==> config.mk <==
export PLATFORM = sky130hd
export DESIGN_NAME = kfps2kb_rx_controller_flat
export DESIGN_NICKNAME = d
export VERILOG_FILES = /design/src/rtl/kfps2kb_rx_controller_if.sv /design/src/rtl/kfps2kb_rx_controller.sv /design/src/flat_wrapper.sv
export SDC_FILE = /design/constraint.sdc
export NUM_CORES = 1
export LEC_CHECK = 0
export ABC_AREA = 1
export BUFFER_PORTS_ARGS = -buffer_cell sky130_fd_sc_hd__buf_4
export CELL_PAD_IN_SITES_DETAIL_PLACEMENT = 1
export CELL_PAD_IN_SITES_GLOBAL_PLACEMENT = 2
export CORE_MARGIN = 4
export CORE_UTILIZATION = 41
export DETAILED_ROUTE_END_ITERATION = 7
export PLACE_DENSITY = 0.83
export RECOVER_POWER = 25
export SYNTH_ARGS = -nofsm -noshare
export SYNTH_HDL_FRONTEND = slang
export SYNTH_SLANG_ARGS = --single-unit
==> constraint.sdc <==
create_clock -name clock -period 6.8 [get_ports clock]
set_clock_uncertainty 0.05 [all_clocks]
set_input_delay 0.68 -clock clock [delete_from_list [all_inputs] [get_ports clock]]
set_output_delay 0.68 -clock clock [all_outputs]
set_load 0.01 [all_outputs]
==> src/rtl/kfps2kb_rx_controller_if.sv <==
// Consumer-side scancode buffer port of kfps2kb_rx_controller.
// Handshake: a transfer happens on a rising clock edge when fifo_valid and
// fifo_ready are both 1; fifo_data/fifo_break/fifo_extended stay stable while
// fifo_valid is 1 and fifo_ready is 0; fifo_valid never depends on fifo_ready.
interface kfps2kb_rx_controller_if;
  logic [7:0] fifo_data;
  logic       fifo_break;
  logic       fifo_extended;
  logic       fifo_valid;
  logic       fifo_ready;

  modport master (
    output fifo_data, fifo_break, fifo_extended, fifo_valid,
    input  fifo_ready
  );

  modport slave (
    input  fifo_data, fifo_break, fifo_extended, fifo_valid,
    output fifo_ready
  );
endinterface

==> src/rtl/kfps2kb_rx_controller.sv <==
// PS/2 receive controller: sequences the shift register per frame, runs a
// stall watchdog, inhibits the device clock after errors or when the byte
// buffer is nearly full, and buffers received bytes (first-word-fall-through).
// Optional feature macro: KFPS2KB_RX_CONTROLLER_PREFIX_DECODE_EN folds the
// E0 (extended) and F0 (break) prefixes into flags on the following byte.
module kfps2kb_rx_controller #(
  parameter int          FIFO_DEPTH     = 8,
  parameter logic [15:0] TIMEOUT_CYCLES = 16'd60000,
  parameter logic [15:0] INHIBIT_CYCLES = 16'd5000
) (
  input  logic                           clock,
  input  logic                           reset,
  input  logic                           device_clock,
  input  logic [7:0]                     rx_data,
  input  logic                           rx_received,
  input  logic                           rx_error,
  output logic                           rx_reset,
  output logic                           device_clock_inhibit,
  kfps2kb_rx_controller_if.master        fifo,
  output logic [7:0]                     error_count,
  output logic                           overrun,
  input  logic                           clear_status,
  output logic [2:0]                     state_dbg
);

  localparam int PTR_W = $clog2(FIFO_DEPTH);
  localparam logic [PTR_W:0] DEPTH_C = (PTR_W+1)'(FIFO_DEPTH);
  localparam logic [PTR_W:0] HIGH_C  = (PTR_W+1)'(FIFO_DEPTH - 1);
  localparam logic [PTR_W:0] LOW_C   = (PTR_W+1)'(FIFO_DEPTH / 2);
`ifdef KFPS2KB_RX_CONTROLLER_PREFIX_DECODE_EN
  localparam int ENTRY_W = 10;  // {break, extended, byte}
`else
  localparam int ENTRY_W = 8;
`endif

  typedef enum logic [2:0] {
    ST_IDLE    = 3'd0,
    ST_FRAME   = 3'd1,
    ST_RECOVER = 3'd2,
    ST_INHIBIT = 3'd3,
    ST_HOLD    = 3'd4
  } state_t;

  state_t               state;
  logic [15:0]          timer;
  logic                 prev_clock;
  logic                 fall;
  logic [PTR_W:0]       wptr, rptr, count, count_next;
  logic [ENTRY_W-1:0]   mem [FIFO_DEPTH];
  logic [ENTRY_W-1:0]   push_entry, head;
  logic                 push_req, push_ok, drop, pop, valid, full;
  logic [1:0]           err_inc;
  logic [8:0]           err_sum;

  assign fall      = prev_clock & ~device_clock;
  assign count     = wptr - rptr;
  assign valid     = (count != '0);
  assign full      = (count == DEPTH_C);
  assign pop       = valid & fifo.fifo_ready;
  assign state_dbg = state;

`ifdef KFPS2KB_RX_CONTROLLER_PREFIX_DECODE_EN
  logic pend_break, pend_extended, is_prefix;
  assign is_prefix  = (rx_data == 8'hE0) || (rx_data == 8'hF0);
  assign push_req   = rx_received & ~is_prefix;
  assign push_entry = {pend_break, pend_extended, rx_data};

  // Prefix bytes arm the pending flags; the next real byte consumes them.
  always_ff @(posedge clock or negedge reset) begin
    if (!reset) begin
      pend_break    <= 1'b0;
      pend_extended <= 1'b0;
    end else if (rx_error || state == ST_RECOVER) begin
      pend_break    <= 1'b0;
      pend_extended <= 1'b0;
    end else if (rx_received) begin
      if (rx_data == 8'hE0) begin
        pend_extended <= 1'b1;
      end else if (rx_data == 8'hF0) begin
        pend_break <= 1'b1;
      end else begin
        pend_break    <= 1'b0;
        pend_extended <= 1'b0;
      end
    end
  end

  assign fifo.fifo_break    = valid & head[9];
  assign fifo.fifo_extended = valid & head[8];
`else
  assign push_req           = rx_received;
  assign push_entry         = rx_data;
  assign fifo.fifo_break    = 1'b0;
  assign fifo.fifo_extended = 1'b0;
`endif

  // A full buffer still accepts a byte when the same cycle pops the head.
  assign push_ok    = push_req & (~full | pop);
  assign drop       = push_req & full & ~pop;
  assign count_next = count + (PTR_W+1)'(push_ok) - (PTR_W+1)'(pop);

  assign head            = mem[rptr[PTR_W-1:0]];
  assign fifo.fifo_valid = valid;
  assign fifo.fifo_data  = valid ? head[7:0] : 8'h00;

  // Buffer storage; emptiness is defined by the pointers, so no reset here.
  always_ff @(posedge clock) begin
    if (push_ok) mem[wptr[PTR_W-1:0]] <= push_entry;
  end

  // Buffer pointers.
  always_ff @(posedge clock or negedge reset) begin
    if (!reset) begin
      wptr <= '0;
      rptr <= '0;
    end else begin
      if (push_ok) wptr <= wptr + 1'b1;
      if (pop)     rptr <= rptr + 1'b1;
    end
  end

  // Error/stall counter (saturating) and sticky overrun; clear wins.
  assign err_inc = {1'b0, rx_error} + {1'b0, state == ST_RECOVER};
  assign err_sum = {1'b0, error_count} + {7'b0, err_inc};

  always_ff @(posedge clock or negedge reset) begin
    if (!reset) begin
      error_count <= 8'h00;
      overrun     <= 1'b0;
    end else if (clear_status) begin
      error_count <= 8'h00;
      overrun     <= 1'b0;
    end else begin
      if (err_inc != 2'd0) error_count <= err_sum[8] ? 8'hFF : err_sum[7:0];
      if (drop) overrun <= 1'b1;
    end
  end

  // Frame sequencer with registered rx_reset and inhibit outputs.
  always_ff @(posedge clock or negedge reset) begin
    if (!reset) begin
      state                <= ST_IDLE;
      timer                <= 16'd0;
      prev_clock           <= 1'b0;
      rx_reset             <= 1'b0;
      device_clock_inhibit <= 1'b0;
    end else begin
      prev_clock <= device_clock;
      rx_reset   <= 1'b0;
      case (state)
        ST_IDLE: begin
          if (rx_error) begin
            state                <= ST_INHIBIT;
            timer                <= 16'd0;
            device_clock_inhibit <= 1'b1;
          end else if (count >= HIGH_C) begin
            state                <= ST_HOLD;
            device_clock_inhibit <= 1'b1;
          end else if (fall) begin
            state <= ST_FRAME;
            timer <= 16'd0;
          end
        end
        ST_FRAME: begin
          if (rx_error) begin
            state                <= ST_INHIBIT;
            timer                <= 16'd0;
            device_clock_inhibit <= 1'b1;
          end else if (rx_received) begin
            if (count_next >= HIGH_C) begin
              state                <= ST_HOLD;
              device_clock_inhibit <= 1'b1;
            end else begin
              state <= ST_IDLE;
            end
          end else if (timer == TIMEOUT_CYCLES - 16'd1) begin
            state    <= ST_RECOVER;
            rx_reset <= 1'b1;
          end else begin
            timer <= timer + 16'd1;
          end
        end
        ST_RECOVER: begin
          state                <= ST_INHIBIT;
          timer                <= 16'd0;
          device_clock_inhibit <= 1'b1;
        end
        ST_INHIBIT: begin
          if (timer == INHIBIT_CYCLES - 16'd1) begin
            if (count >= HIGH_C) begin
              state <= ST_HOLD;
            end else begin
              state                <= ST_IDLE;
              device_clock_inhibit <= 1'b0;
            end
          end else begin
            timer <= timer + 16'd1;
          end
        end
        ST_HOLD: begin
          if (count <= LOW_C) begin
            state                <= ST_IDLE;
            device_clock_inhibit <= 1'b0;
          end
        end
        default: begin
          state                <= ST_IDLE;
          device_clock_inhibit <= 1'b0;
        end
      endcase
    end
  end

endmodule
==> src/flat_wrapper.sv <==
// flat-port wrapper written by rule: the top's interface ports become plain ports
module kfps2kb_rx_controller_flat 
#(
  parameter int          FIFO_DEPTH     = 8,
  parameter logic [15:0] TIMEOUT_CYCLES = 16'd60000,
  parameter logic [15:0] INHIBIT_CYCLES = 16'd5000
)
  (clock, reset, device_clock, rx_data, rx_received, rx_error, rx_reset, device_clock_inhibit, error_count, overrun, clear_status, state_dbg, fifo_fifo_data, fifo_fifo_break, fifo_fifo_extended, fifo_fifo_valid, fifo_fifo_ready);
  kfps2kb_rx_controller_if fifo_i ();
  input  logic clock;
  input  logic reset;
  input  logic device_clock;
  input  logic [7:0] rx_data;
  input  logic rx_received;
  input  logic rx_error;
  output logic rx_reset;
  output logic device_clock_inhibit;
  output logic [7:0] error_count;
  output logic overrun;
  input  logic clear_status;
  output logic [2:0] state_dbg;
  output wire logic [$bits(fifo_i.fifo_data)-1:0] fifo_fifo_data;
  output wire logic [$bits(fifo_i.fifo_break)-1:0] fifo_fifo_break;
  output wire logic [$bits(fifo_i.fifo_extended)-1:0] fifo_fifo_extended;
  output wire logic [$bits(fifo_i.fifo_valid)-1:0] fifo_fifo_valid;
  input wire logic [$bits(fifo_i.fifo_ready)-1:0] fifo_fifo_ready;
  assign fifo_fifo_data = fifo_i.fifo_data;
  assign fifo_fifo_break = fifo_i.fifo_break;
  assign fifo_fifo_extended = fifo_i.fifo_extended;
  assign fifo_fifo_valid = fifo_i.fifo_valid;
  assign fifo_i.fifo_ready = fifo_fifo_ready;
  kfps2kb_rx_controller #(.FIFO_DEPTH(FIFO_DEPTH), .TIMEOUT_CYCLES(TIMEOUT_CYCLES), .INHIBIT_CYCLES(INHIBIT_CYCLES)) u_core (.clock(clock), .reset(reset), .device_clock(device_clock), .rx_data(rx_data), .rx_received(rx_received), .rx_error(rx_error), .rx_reset(rx_reset), .device_clock_inhibit(device_clock_inhibit), .fifo(fifo_i), .error_count(error_count), .overrun(overrun), .clear_status(clear_status), .state_dbg(state_dbg));
endmodule
==> qor.yml, run 1 <==
power_and_ir_drop:
  power.total_w: 0.00270
  pwr-share-comb_pct: 48.5
  p_sw_share_pct: 44.1
  ir_drop_mv: 0.191
  p_leak_nw: 2.61
  p_clk_share_pct: 19.1
  power_density_nw_per_um2: 439
  intPower_w: 0.00151
  netSwitchingPower_w: 0.00119
  seqPwrFrac_pct: 32.4
logic_synthesis:
  synth_seq_cells: 103
  avgSynthCellArea_um2: 9.14
  synth_cell_types: 42
  ys_seq_area_share_pct: 52.5
  syn_inst: 604
  yosys_warnings: 0
  synth_area_um2: 5520
worst_setup_path:
  crit_path_end_kind: "flop"
  start_kind: "flop"
  worstPathRequired_ns: 7.00
  crit_fanout: 27
  worst-r2r-cell-count: 19
  crit_type: "flop to flop"
  arrival_ns: 4.86
sta:
  min_period_ns: 4.66
  fmax_mhz: 215
  rsz0062_at_grt: "false"
  setup_viol: 0
  slew_viol_final: 0
  fin_tns_setup_ns: 0
  hold_viol_final: 0
  worstMarginPinSlew_ns: 1.04
  relSlewSlack_pct: 30.9
  finalCritPeriodShare_pct: 68.5
clocking:
  cts_hold_buf: 0
  htree_levels: 3
  clock_sinks: 103
  cts.clk_slew.worst_paths_ns: 0.07
  cts_buffers: 9
  post_cts_resized: 0
  tritoncts: "built"
  cts_root_buf: "clkbuf_16"
  clk_path_buf_depth: 2
  cts_setup_buffers: 0
  clock_latency_ns: 0.35
floorplanning:
  dieArea_um2: 15400
  coreArea_um2: 13200
  rows: 42
  die_w_um: 124
  initial_core_util_pct: 41.9
  die_h_um: 124
  boundaryPins: 40
global_route:
  track_usage_pct: 19.1
  overflow: 0
  grt_pass1_wl_um: 22500
  antenna_found_initial: 0
  first_global_vias: 4444
  grt_max_degree: 40
final_layout:
  insertedDiodeCount: 0
  final_cell_mix: "nand2_1 (154), edfxtp_1 (64), nor2_1 (58), inv_1 (53)"
  final_layout_size_suffix_gt1_share_pct: 14.1
  final_common_cell: "nand2_1"
  multi_input_area_um2: 2260
  final_nets: 665
  area_growth_pct: 11.5
  regArea_um2: 2900
  n_fill_cell: 1546
  finalInstanceArea_um2: 6160
detailed_routing:
  wl_um: 13700
  viasPerCell: 5.24
  wire_per_inst_um: 16.8
  vias: 4263
  drc: 0
  drt-pass1-iter-count: 4
  drtIter0Drc: 252
  ant_nets: 0
place:
  gp_congestion: 0.769
  place_area_um2: 5900
  port_buffers: 37
  dp_hpwl_um: 9720
job:
  maxCapViolCount: 0
worst_hold_path:
  hp-class: "input pin to asynchronous set/reset pin"
outcome:
  status: "finished, final reports clean"
## worst max-delay path: stages (launching register included)
cell      delay (ns)
dfrtp_1         0.57
clkinv_1        0.79
fa_1            0.77
inv_1           0.18
nand2_1         0.12
inv_1           0.07
nand4_1         0.17
nand2_2         0.15
inv_1           0.13
nand2_1         0.15
o21ai_0         0.11
ha_1            0.22
fa_1            0.50
nand4_1         0.11
nand4_1         0.11
nand2_1         0.05
nor2_1          0.12
nand2_1         0.07
nand2_1         0.06
nand2_1         0.04
## state kept, by name, summed over array words and instances (netlist names)
| register | flops |
|---|---|
| u_core.mem | 64 |
| u_core.timer | 16 |
| u_core.error_count | 8 |
| u_core.rptr | 4 |
| u_core.wptr | 4 |
| u_core.state_dbg | 3 |
| u_core.device_clock_inhibit | 1 |
| u_core.overrun | 1 |
| u_core.prev_clock | 1 |
| u_core.rx_reset | 1 |
## through the flow
stage | cells | hold WS (ns) | worst slack [ns] | util, %
floorplan | 605 | 0.334 | 3.18 | -
global placement | 798 | 0.451 | 2.34 | 44.7
detailed placement | 798 | 0.461 | 2.14 | 44.7
CTS | 814 | 0.274 | 2.11 | 46.9
global route | 814 | 0.289 | 1.66 | 46.7
finish | 814 | 0.258 | 2.14 | 46.7
## final timing paths
check / startpoint / end / slack, ns
worst max-delay path: u_core.rptr[1] / u_core.device_clock_inhibit / 2.14
worst min-delay path: reset / u_core.timer[3] / 0.26
worst max register to register: u_core.rptr[1] / u_core.device_clock_inhibit / 2.14
worst min register to register: u_core.error_count[0] / u_core.error_count[0] / 0.47
max in group asynchronous: reset / u_core.wptr[1] / 6.07
min in group clock: device_clock / u_core.prev_clock / 0.41
## cell families (layout without fill, tap and decap cells)
| kind of cell | Yosys count | after routing | synth area share [%] |
|---|---|---|---|
| AO/OA/AOI/OAI | 89 | 89 | 10.6 |
| XOR/XNOR | 10 | 10 | 1.59 |
| adder cells (fa/ha/maj) | 17 | 17 | 4.26 |
| buffers and inverters | 84 | 117 | 6.68 |
| flip-flops | 103 | 103 | 52.5 |
| other | 1 | 2 | 0.0679 |
| AND/OR/NAND/NOR | 300 | 300 | 24.3 |
## power by group through the flow
stage	combinational (W)	clock (W)	sequential (W)
floorplan	0.000983	0	0.000838
detailed placement	0.00133	0	0.000889
global route	0.00151	0.000557	0.000890
CTS	0.00134	0.000532	0.000877
finish	0.00131	0.000517	0.000876
global placement	0.00129	0	0.000886
## area by class of cell
class                      instances  area share [%]
sequential                       103            47.1
multi-input combinational        418            36.7
timing repair buffer              38            4.14
clock buffer                      10            3.88
inverter                          63            3.84
tap                              176            3.58
clock inverter                     6           0.833
## cells in the mapped netlist, drive strengths merged
cell type  instances  area [um^2]
a22oi              8         60.1
nand2            173          697
ha                14          175
nand4             12         75.1
o21bai             1         7.51
a32o               8         80.1
edfxtp            64         1920
nand3             41          223
nor3               7         46.3
o31ai              1         7.51
o21ai             23          141
conb               1         3.75
xor2               9         78.8
dfrtp             39          976
a21oi             30          150
or2                2         12.5
clkbuf             7         26.3
clkinv             2         7.51
nor2              64          284
and2               1         6.26
xnor2              1         8.76
o22ai              2         12.5
o211ai             3         22.5
a211oi             9         67.6
o2111ai            4         35.0
fa                 3         60.1
inv               61          229
buf               14          106
## metal layers
metal / wire [um] / vias to the layer above / global-route usage, %
met5: 0 / - / 0
met4: 210 / 0 / 6.78
met3: 349 / 14 / 3.22
met2: 6740 / 60 / 32.6
met1: 6370 / 2100 / 24.4
li1: - / 2089 / -
Note: power is estimated with default switching activity, not from simulation.
==> run 2: changes to the inputs <==
--- a/config.mk
+++ b/config.mk
@@ -10,9 +10,9 @@
 export CELL_PAD_IN_SITES_DETAIL_PLACEMENT = 1
 export CELL_PAD_IN_SITES_GLOBAL_PLACEMENT = 2
 export CORE_MARGIN = 4
-export CORE_UTILIZATION = 41
+export CORE_UTILIZATION = 38
 export DETAILED_ROUTE_END_ITERATION = 7
-export PLACE_DENSITY = 0.83
+export PLACE_DENSITY = 0.78
 export RECOVER_POWER = 25
 export SYNTH_ARGS = -nofsm -noshare
 export SYNTH_HDL_FRONTEND = slang
==> constraint.sdc (replaced) <==
create_clock -name clock -period 4.3 [get_ports clock]
set_clock_uncertainty 0.05 [all_clocks]
set_input_delay 0.43 -clock clock [delete_from_list [all_inputs] [get_ports clock]]
set_output_delay 0.43 -clock clock [all_outputs]
set_load 0.01 [all_outputs]
==> run 2 against run 1 <==
Compared with the run above: clock power is 57% higher; sequential power is 54% higher; sequential cell count stayed put; combinational power is 67% higher; count of clock-buffer cells in the layout is 1 higher; utilization is 2.6 points lower; power is 61% higher; critical path type unchanged; largest cell class unchanged; largest power group unchanged.
==> qor.yml, run 2 (synthesized netlist as in run 1, its figures left out) <==
place:
  port_buffers: 37  # unchanged
  dp.cells: 806  # +1.0%
  dp_hpwl_um: 10300  # +5.8%
  dpl_worst_slack_ns: 0.453  # -1.69 ns
  gp_congestion: 0.840  # +9.2%
clocking:
  cts_root_buf: "clkbuf_16"
  post_cts_resized: 0  # unchanged
  cts_setup_buffers: 0  # unchanged
  cts.clk_slew.worst_paths_ns: 0.07  # about the same
  clk_path_buf_depth: 2  # unchanged
  cts_buffers: 9  # unchanged
  clock_latency_ns: 0.35  # about the same
  htree_levels: 3  # unchanged
  clock_sinks: 103  # unchanged
  cts_hold_buf: 0  # unchanged
  tritoncts: "built"
sta:
  min_period_ns: 3.88  # -0.775 ns
  fin_tns_setup_ns: 0  # unchanged
  relSlewSlack_pct: 25.2  # -5.7 points
  fmax_mhz: 258  # +20%
  finalCritPeriodShare_pct: 90.2  # +22 points
  setup_viol: 0  # unchanged
  hold_viol_final: 0  # unchanged
  rsz0062_at_grt: "false"
  slew_viol_final: 0  # unchanged
  layout_setup_ws_ns: 0.420  # -1.73 ns
  worstMarginPinSlew_ns: 1.12  # +0.0851 ns
floorplanning:
  die_w_um: 129  # +3.6%
  coreArea_um2: 14000  # +6.5%
  rows: 43  # +2.4%
  initial_core_util_pct: 39.3  # -2.5 points
  dieArea_um2: 16500  # +7.4%
  die_h_um: 129  # +3.6%
  boundaryPins: 40  # unchanged
global_route:
  track_usage_pct: 18.2  # -0.91 points
  overflow: 0  # unchanged
  antenna_found_initial: 0  # unchanged
  first_global_vias: 4553  # +2.5%
  grt_pass1_wl_um: 23400  # +4.0%
  grt_max_degree: 40  # unchanged
  grtUsageMet2_pct: 32.3  # -0.24 points
  met1_usage_pct: 22.3  # -2.2 points
  grt.met3_usage_pct: 2.32  # -0.90 points
  grt_busiest_layer: "met2"
detailed_routing:
  vias: 4311  # +1.1%
  drt-pass1-iter-count: 4  # unchanged
  wire_per_inst_um: 17.5  # +4.2%
  drtIter0Drc: 180  # -29%
  ant_nets: 0  # unchanged
  viasPerCell: 5.24  # +0.14%
  wl_um: 14400  # +5.2%
  drc: 0  # unchanged
final_layout:
  insertedDiodeCount: 0  # unchanged
  final_common_cell: "nand2_1"
  stdcell_count: 822  # +0.98%
  final_cell_mix: "nand2_1 (154), edfxtp_1 (64), nor2_1 (58), inv_1 (53)"
  area_growth_pct: 12.1
  final_nets: 669  # +0.60%
  largest_reg_flops: 64  # unchanged
  final_layout_size_suffix_gt1_share_pct: 14.5  # +0.38 points
  n_fill_cell: 1657  # +7.2%
worst_setup_path:
  crit_type: "flop to flop"
  arrival_ns: 4.08  # -0.78 ns
  crit_fanout: 7  # -74%
  worstPathRequired_ns: 4.50  # -2.50 ns
  rrSetupSlack_ns: 0.42  # -1.73 ns
  crit_path_end_kind: "flop"
  start_kind: "flop"
power_and_ir_drop:
  intPower_w: 0.00243  # +60%
  p_leak_nw: 2.63  # +0.54%
  p_clk_share_pct: 18.7  # -0.4 points
  ir_drop_mv: 0.280  # +47%
  p_sw_share_pct: 44.2  # +0.15 points
  power_density_nw_per_um2: 703  # +60%
  seqPwrFrac_pct: 30.9  # -1.5 points
  pwr-share-comb_pct: 50.4  # +1.9 points
  netSwitchingPower_w: 0.00192  # +61%
outcome:
  status: "finished, final reports clean"
worst_hold_path:
  hp-class: "input pin to asynchronous set/reset pin"
job:
  maxCapViolCount: 0  # unchanged
## run 2: changes by cell type in the layout (fill, tap and decap cells not counted), sizes merged
| cell | previous run | this run |
|---|---|---|
| buf | 29 | 33 |
| clkinv | 5 | 3 |
| clkbuf | 19 | 20 |
| clkinvlp | 0 | 1 |
## run 2: area by class of cell
class | count | area (um^2) | area share (%)
Clock buffer | 11 | 253 | 4.08
Tap cell | 180 | 225 | 3.64
Inverter | 63 | 236 | 3.82
Clock inverter | 5 | 38.8 | 0.627
Timing Repair Buffer | 42 | 282 | 4.55
Sequential cell | 103 | 2900 | 46.8
Multi-Input combinational cell | 418 | 2260 | 36.5
## run 2: power by group through the flow
stage / Sequential, W / Combinational (W) / Clock (W)
finish: 0.00135 / 0.00219 / 0.000813
global route: 0.00136 / 0.00249 / 0.000880
CTS: 0.00135 / 0.00224 / 0.000844
detailed placement: 0.00136 / 0.00223 / 0
global placement: 0.00136 / 0.00215 / 0
floorplan: 0.00133 / 0.00156 / 0
## run 2: per-stage QoR
stage	utilization (%)	power (W)	instance area, um^2	hold WS [ns]
after floorplan	-	0.00288	5530	0.0844
after global placement	42.3	0.00351	5930	0.406
after detailed placement	42.3	0.00360	5930	0.416
after CTS	44.3	0.00443	6220	0.0245
after global routing	44.1	0.00473	6190	0.0447
final	44.1	0.00435	6190	0.0118
## run 2: critical path: stages, from the launching register on
cell and delay (ns):
dfrtp_1 0.46, inv_1 0.11, ha_1 0.19, inv_1 0.08, fa_1 0.46, inv_1 0.17, nand2_1 0.12, inv_1 0.08
nand4_1 0.17, nand2_2 0.16, inv_1 0.13, nand2_1 0.16, o21ai_0 0.12, ha_1 0.23, fa_1 0.50, nand4_1 0.13
nand4_1 0.12, nand2_1 0.05, nor2_1 0.12, nand2_1 0.07, nand2_1 0.06, nand2_1 0.04
## run 2: per-layer routing
metal	wire length (um)	up-vias
met3	356	20
met4	299	0
met2	7260	57
li1	-	2097
met5	0	-
met1	6470	2137
## run 2: path summary, 6_finish.rpt
| kind | startpoint | end | depth (start not counted) |
|---|---|---|---|
| setup / recovery | u_core.wptr[0] | u_core.device_clock_inhibit | 21 |
| hold / removal | reset | u_core.timer[11] | 1 |
| setup reg to reg | u_core.wptr[0] | u_core.device_clock_inhibit | 21 |
| hold reg to reg | u_core.device_clock_inhibit | u_core.device_clock_inhibit | 2 |
| max in group asynchronous | reset | u_core.rptr[1] | 1 |
| min in group clock | device_clock | u_core.prev_clock | 1 |
